==> src/rtl/writeback_buffer.sv <==
// In-order writeback queue feeding the register-file write port, with a
// youngest-match forwarding lookup for two decode read ports.
module writeback_buffer #(
    parameter int N     = 64,
    parameter int DEPTH = 4
) (
    input  logic         clk,
    input  logic         reset,
    input  logic         res_valid,
    output logic         res_ready,
    input  logic [4:0]   res_addr,
    input  logic [N-1:0] res_data,
    input  logic         hold,
    input  logic         flush,
    output logic         regWrite_W,
    output logic [4:0]   wa3_W,
    output logic [N-1:0] writeData3_W,
    input  logic [4:0]   ra1,
    input  logic [4:0]   ra2,
    output logic         hit1,
    output logic         hit2,
    output logic [N-1:0] fwd1,
    output logic [N-1:0] fwd2,
    output logic         empty,
    output logic         full
);
    localparam int AW = (DEPTH > 1) ? $clog2(DEPTH) : 1;
    localparam int CW = AW + 1;
    localparam logic [4:0] XZR = 5'd31;

    logic [4:0]    addr_q [DEPTH];
    logic [N-1:0]  data_q [DEPTH];
    logic [AW-1:0] head;
    logic [AW-1:0] tail;
    logic [CW-1:0] count;
    logic          push;
    logic          pop;

    assign empty     = (count == '0);
    assign full      = (count == CW'(DEPTH));
    assign res_ready = !full;

    // XZR results complete the handshake but never occupy an entry
    assign push = res_valid && res_ready && (res_addr != XZR) && !flush;
    assign pop  = !empty && !hold && !flush;

    always_ff @(posedge clk) begin
        if (reset) begin
            head  <= '0;
            tail  <= '0;
            count <= '0;
        end else if (flush) begin
            head  <= '0;
            tail  <= '0;
            count <= '0;
        end else begin
            if (push) tail <= tail + AW'(1);
            if (pop)  head <= head + AW'(1);
            case ({push, pop})
                2'b10:   count <= count + CW'(1);
                2'b01:   count <= count - CW'(1);
                default: count <= count;
            endcase
        end
    end

    always_ff @(posedge clk) begin
        if (push) begin
            addr_q[tail] <= res_addr;
            data_q[tail] <= res_data;
        end
    end

    always_comb begin
        regWrite_W   = pop;
        wa3_W        = '0;
        writeData3_W = '0;
        if (!empty) begin
            wa3_W        = addr_q[head];
            writeData3_W = data_q[head];
        end
    end

    // Walk oldest to youngest so later matches override earlier ones
    always_comb begin
        logic [AW-1:0] idx;
        idx  = '0;
        hit1 = 1'b0;
        hit2 = 1'b0;
        fwd1 = '0;
        fwd2 = '0;
        for (int unsigned i = 0; i < DEPTH; i++) begin
            idx = head + AW'(i);
            if (CW'(i) < count) begin
                if (ra1 != XZR && addr_q[idx] == ra1) begin
                    hit1 = 1'b1;
                    fwd1 = data_q[idx];
                end
                if (ra2 != XZR && addr_q[idx] == ra2) begin
                    hit2 = 1'b1;
                    fwd2 = data_q[idx];
                end
            end
        end
    end
endmodule

==> config.mk <==
export PLATFORM = sky130hd
export DESIGN_NAME = writeback_buffer
export DESIGN_NICKNAME = d
export VERILOG_FILES = /design/src/rtl/writeback_buffer.sv
export SDC_FILE = /design/constraint.sdc
export NUM_CORES = 1
export LEC_CHECK = 0
export CELL_PAD_IN_SITES_DETAIL_PLACEMENT = 0
export CELL_PAD_IN_SITES_GLOBAL_PLACEMENT = 1
export CORE_ASPECT_RATIO = 2
export CORE_MARGIN = 10
export CORE_UTILIZATION = 48
export DETAILED_ROUTE_END_ITERATION = 7
export GPL_ROUTABILITY_DRIVEN = 0
export PLACE_DENSITY = 0.87
export SLEW_MARGIN = 20
export SYNTH_ARGS = -nofsm -noshare
export SYNTH_HDL_FRONTEND = slang
export SYNTH_SLANG_ARGS = --single-unit
==> constraint.sdc <==
create_clock -name clk -period 8.82 [get_ports clk]
set_input_delay 2.646 -clock clk [delete_from_list [all_inputs] [get_ports clk]]
set_output_delay 2.646 -clock clk [all_outputs]
set_load 0.02 [all_outputs]
==> results of run 1 <==
==> logic make-up after synthesis <==
| kind of cell | share of synthesized area [%] |
|---|---|
| compound gates | 12.63 |
| xor+xnor | 1.655 |
| fa+ha+maj | 0.5321 |
| buf+inv | 4.197 |
| flops | 40.01 |
| mux | 19.59 |
| simple gates | 21.38 |
==> metrics by stage <==
| stage | hold slack [ns] | cells | setup WS [ns] | power [mW] |
|---|---|---|---|---|
| floorplan | 0.5136 | 2001 | 1.439 | 1.691 |
| global placement | 0.5307 | 2693 | 0.2831 | 1.820 |
| detailed placement | 0.5503 | 2693 | 0.3203 | 1.827 |
| CTS | 0.5623 | 2742 | 0.2954 | 2.973 |
| global route | 0.6129 | 2753 | 0.1487 | 3.042 |
| finish | 0.5632 | 2754 | 0.2599 | 2.949 |
==> synthesized netlist by cell type (2+ instances only) <==
library cell and count:
o21ai_0 15, dfxtp_1 9, ha_1 9, mux2i_1 80, nand2_1 311, o211ai_1 12, edfxtp_1 276, o31a_1 56
clkbuf_1 136, nand2b_1 3, inv_1 13, nand3_1 10, o32ai_1 2, nor4_1 5, nor3_1 59, buf_4 2
nand4_1 5, nor3b_1 56, nor2_1 94, and2_1 61, a211oi_1 3, mux4_2 140, o22ai_1 3, a311oi_1 57
or3_1 2, o22a_1 62, a22o_1 5, mux2_2 17, buf_1 19, xnor2_1 27, a21oi_1 73, and3_1 2
a31oi_1 2, nand3b_1 119, nor2b_1 126, o31ai_1 57, buf_6 3, buf_2 41, xor2_1 13
==> sequential cells by signal, indices dropped and copies added, names as in the netlist, named ones only <==
name / cells
tail: 2
data_q: 256
addr_q: 20
head: 2
count: 3
==> worst paths after layout <==
check	startpoint	endpoint	slack [ns]	cells past startpoint
worst max register to register	count[0]$_SDFFE_PP0P_	data_q[0][28]$_DFFE_PP_	5.55	7
worst min register to register	tail[1]$_SDFFE_PP0P_	tail[1]$_SDFFE_PP0P_	0.56	2
worst max-delay path	ra2[0]	fwd2[44]	0.26	7
worst min-delay path	tail[1]$_SDFFE_PP0P_	tail[1]$_SDFFE_PP0P_	0.56	2
==> final cells by class <==
cell class,count,area [um^2],share of cell area (%)
timing repair buffer,344,3545,13.89
clock buffer,32,694.4,2.722
sequential,285,8483,33.25
multi-input combinational,1501,11870,46.51
inverter,14,55.05,0.2158
antenna,11,27.53,0.1079
tap,550,688.2,2.697
clock inverter,17,156.4,0.6130
==> power by group through the flow <==
stage	Combinational [mW]	Sequential [mW]	Clock [mW]
after floorplan	0.146	1.55	0
after global placement	0.272	1.55	0
after detailed placement	0.276	1.55	0
after CTS	0.278	1.52	1.17
after global routing	0.295	1.52	1.22
final	0.279	1.52	1.15
==> routing by layer <==
layer  GRT usage (%)  part of all wire (%)  routed length (um)  vias to the layer above
met5               0                 0.038                  27                        -
met4           14.75                   5.0                3544                        4
met3           3.721                   6.7                4731                      217
met2           45.67                    53               37210                      887
met1           28.22                    36               25150                     9029
li1                -                     -                   -                     7978
==> critical path, stage by stage <==
cell             delay, ns
clkdlybuf4s50_1       0.67
nand3_1               0.18
nor2_1                0.35
and4bb_4              0.44
buf_4                 0.31
o31ai_1               0.52
clkdlybuf4s50_1       0.74
==> cells in the final DEF (no fill, tap or decap), drive strengths merged, types with 32 or more instances in the layout <==
master	Yosys	routed
nand2	311	311
clkdlybuf4s50	0	285
edfxtp	276	276
mux4	140	140
nor2b	126	126
nand3b	119	119
nor2	94	94
mux2i	80	80
a21oi	73	73
o22a	62	62
and2	61	61
nor3	59	59
buf	65	59
a311oi	57	57
o31ai	57	57
o31a	56	56
nor3b	56	56
clkbuf	136	32
==> results_dict.tcl, run 1 <==
set metrics [dict create \
    dpl-instance-area_mm2 0.02461 \
    fin_worst_skew_ns 0.01223 \
    dieArea_mm2 0.05340 \
    switching_share_pct 23.25 \
    drt_wl_total_um 70670 \
    ys_top_cells_by_area "edfxtp_1 39%, mux4_2 15%, nand2_1 5.5%" \
    power.share.sequential_pct 51.6 \
    worst_slew_margin_rel_pct 34.46 \
    fin_area_mm2 0.02552 \
    first_pass_iters 5 \
    grt_usage_pct 25.52 \
    synth_area_mm2 0.02116 \
    drc 0 \
    utilization_pct 58.64 \
    max_freq_mhz 116.8 \
    critPathCaptureType "output pin" \
    drive_gt1_share_pct 12.68 \
    arrival_ns 5.91 \
    synthCells 2001 \
    start_util_pct 48.64 \
    cts_buffers 27 \
    ys_dominant_reg_cell "edfxtp_1" \
    power_frac_comb_pct 9.5 \
    ys_seq_area_share_pct 40.01 \
    postCtsSetupBuffers 0 \
    syn_nets 2094 \
    cp_max_fo 45 \
    num-fill-cells 3644 \
    synth.top_cell.area_share_pct 39.16 \
    setup_viol 0 \
    cts_tree "yes" \
    synth_top_area_cell "edfxtp_1" \
    hold_class "register to register" \
    vias_per_cell 6.578 \
    cts.sinks 285 \
    syn_avg_cell_area_um2 10.58 \
    grt_pass1_vias 18498 \
    io_pins 287 \
    worst_pin_slew_ns 0.9832 \
    io_buffers 286 \
    placementRows 108 \
    ys_seq_elements 285 \
    rsz0062_at_grt "false" \
    cts.path.max_buffers 3 \
    post_cts_resized 0 \
    ir_drop_uv 156.1 \
    maxCapViolCount 0 \
    synth_edf_count 276 \
    drt.antenna.violating_nets 0 \
    die_h_um 317.0 \
    clkPwrFrac_pct 39.0 \
    path_class "input pin to output pin" \
    crit_required_ns 6.17 \
    htreeDepth 1 \
    insertion_delay_ns 0.56 \
    leakage_nw 8.073 \
    status "finished clean" \
    powerDensity_mw_per_mm2 115.6 \
    cts-root-buf "clkbuf_16" \
    grt-ovfl-total 0 \
    fin_nets 2266 \
    vias 18115 \
    hpwl_um 46710 \
    cp-start-kind "input pin" \
    die_w_um 168.5 \
    finalMaxSlewViolations 0 \
    p_int_mw 2.263 \
    antenna_found_initial 12 \
    netSwitchingPower_uw 685.8 \
    yosysWarningCount 0 \
    syn2layout_area_growth_pct 20.56 \
    grt_pass1_wl_um 107800 \
    finalCritPeriodShare_pct 97.05 \
    cts_hold_buf 0 \
    tns_ns 0 \
    routedWlPerCell_um 25.66 \
    timing.final.crit_period_ns 8.560 \
    clk_pin_slew_ns 0.07 \
    core_mm2 0.04351 \
    grt_max_degree 80 \
    ys_async_sr_fraction_pct 0 \
    drt-initial-drc-count 1617 \
    hold_viol 0 \
    synthDistinctLibCells 55 \
]
(Power assumes the default switching activity.)
==> run 2, diff against run 1 <==
--- a/config.mk
+++ b/config.mk
@@ -5,6 +5,7 @@
 export SDC_FILE = /design/constraint.sdc
 export NUM_CORES = 1
 export LEC_CHECK = 0
+export ABC_AREA = 0
 export CELL_PAD_IN_SITES_DETAIL_PLACEMENT = 0
 export CELL_PAD_IN_SITES_GLOBAL_PLACEMENT = 1
 export CORE_ASPECT_RATIO = 2
==> results of run 2 <==
The final DEF is identical to that of run 1; final timing and power are the same.
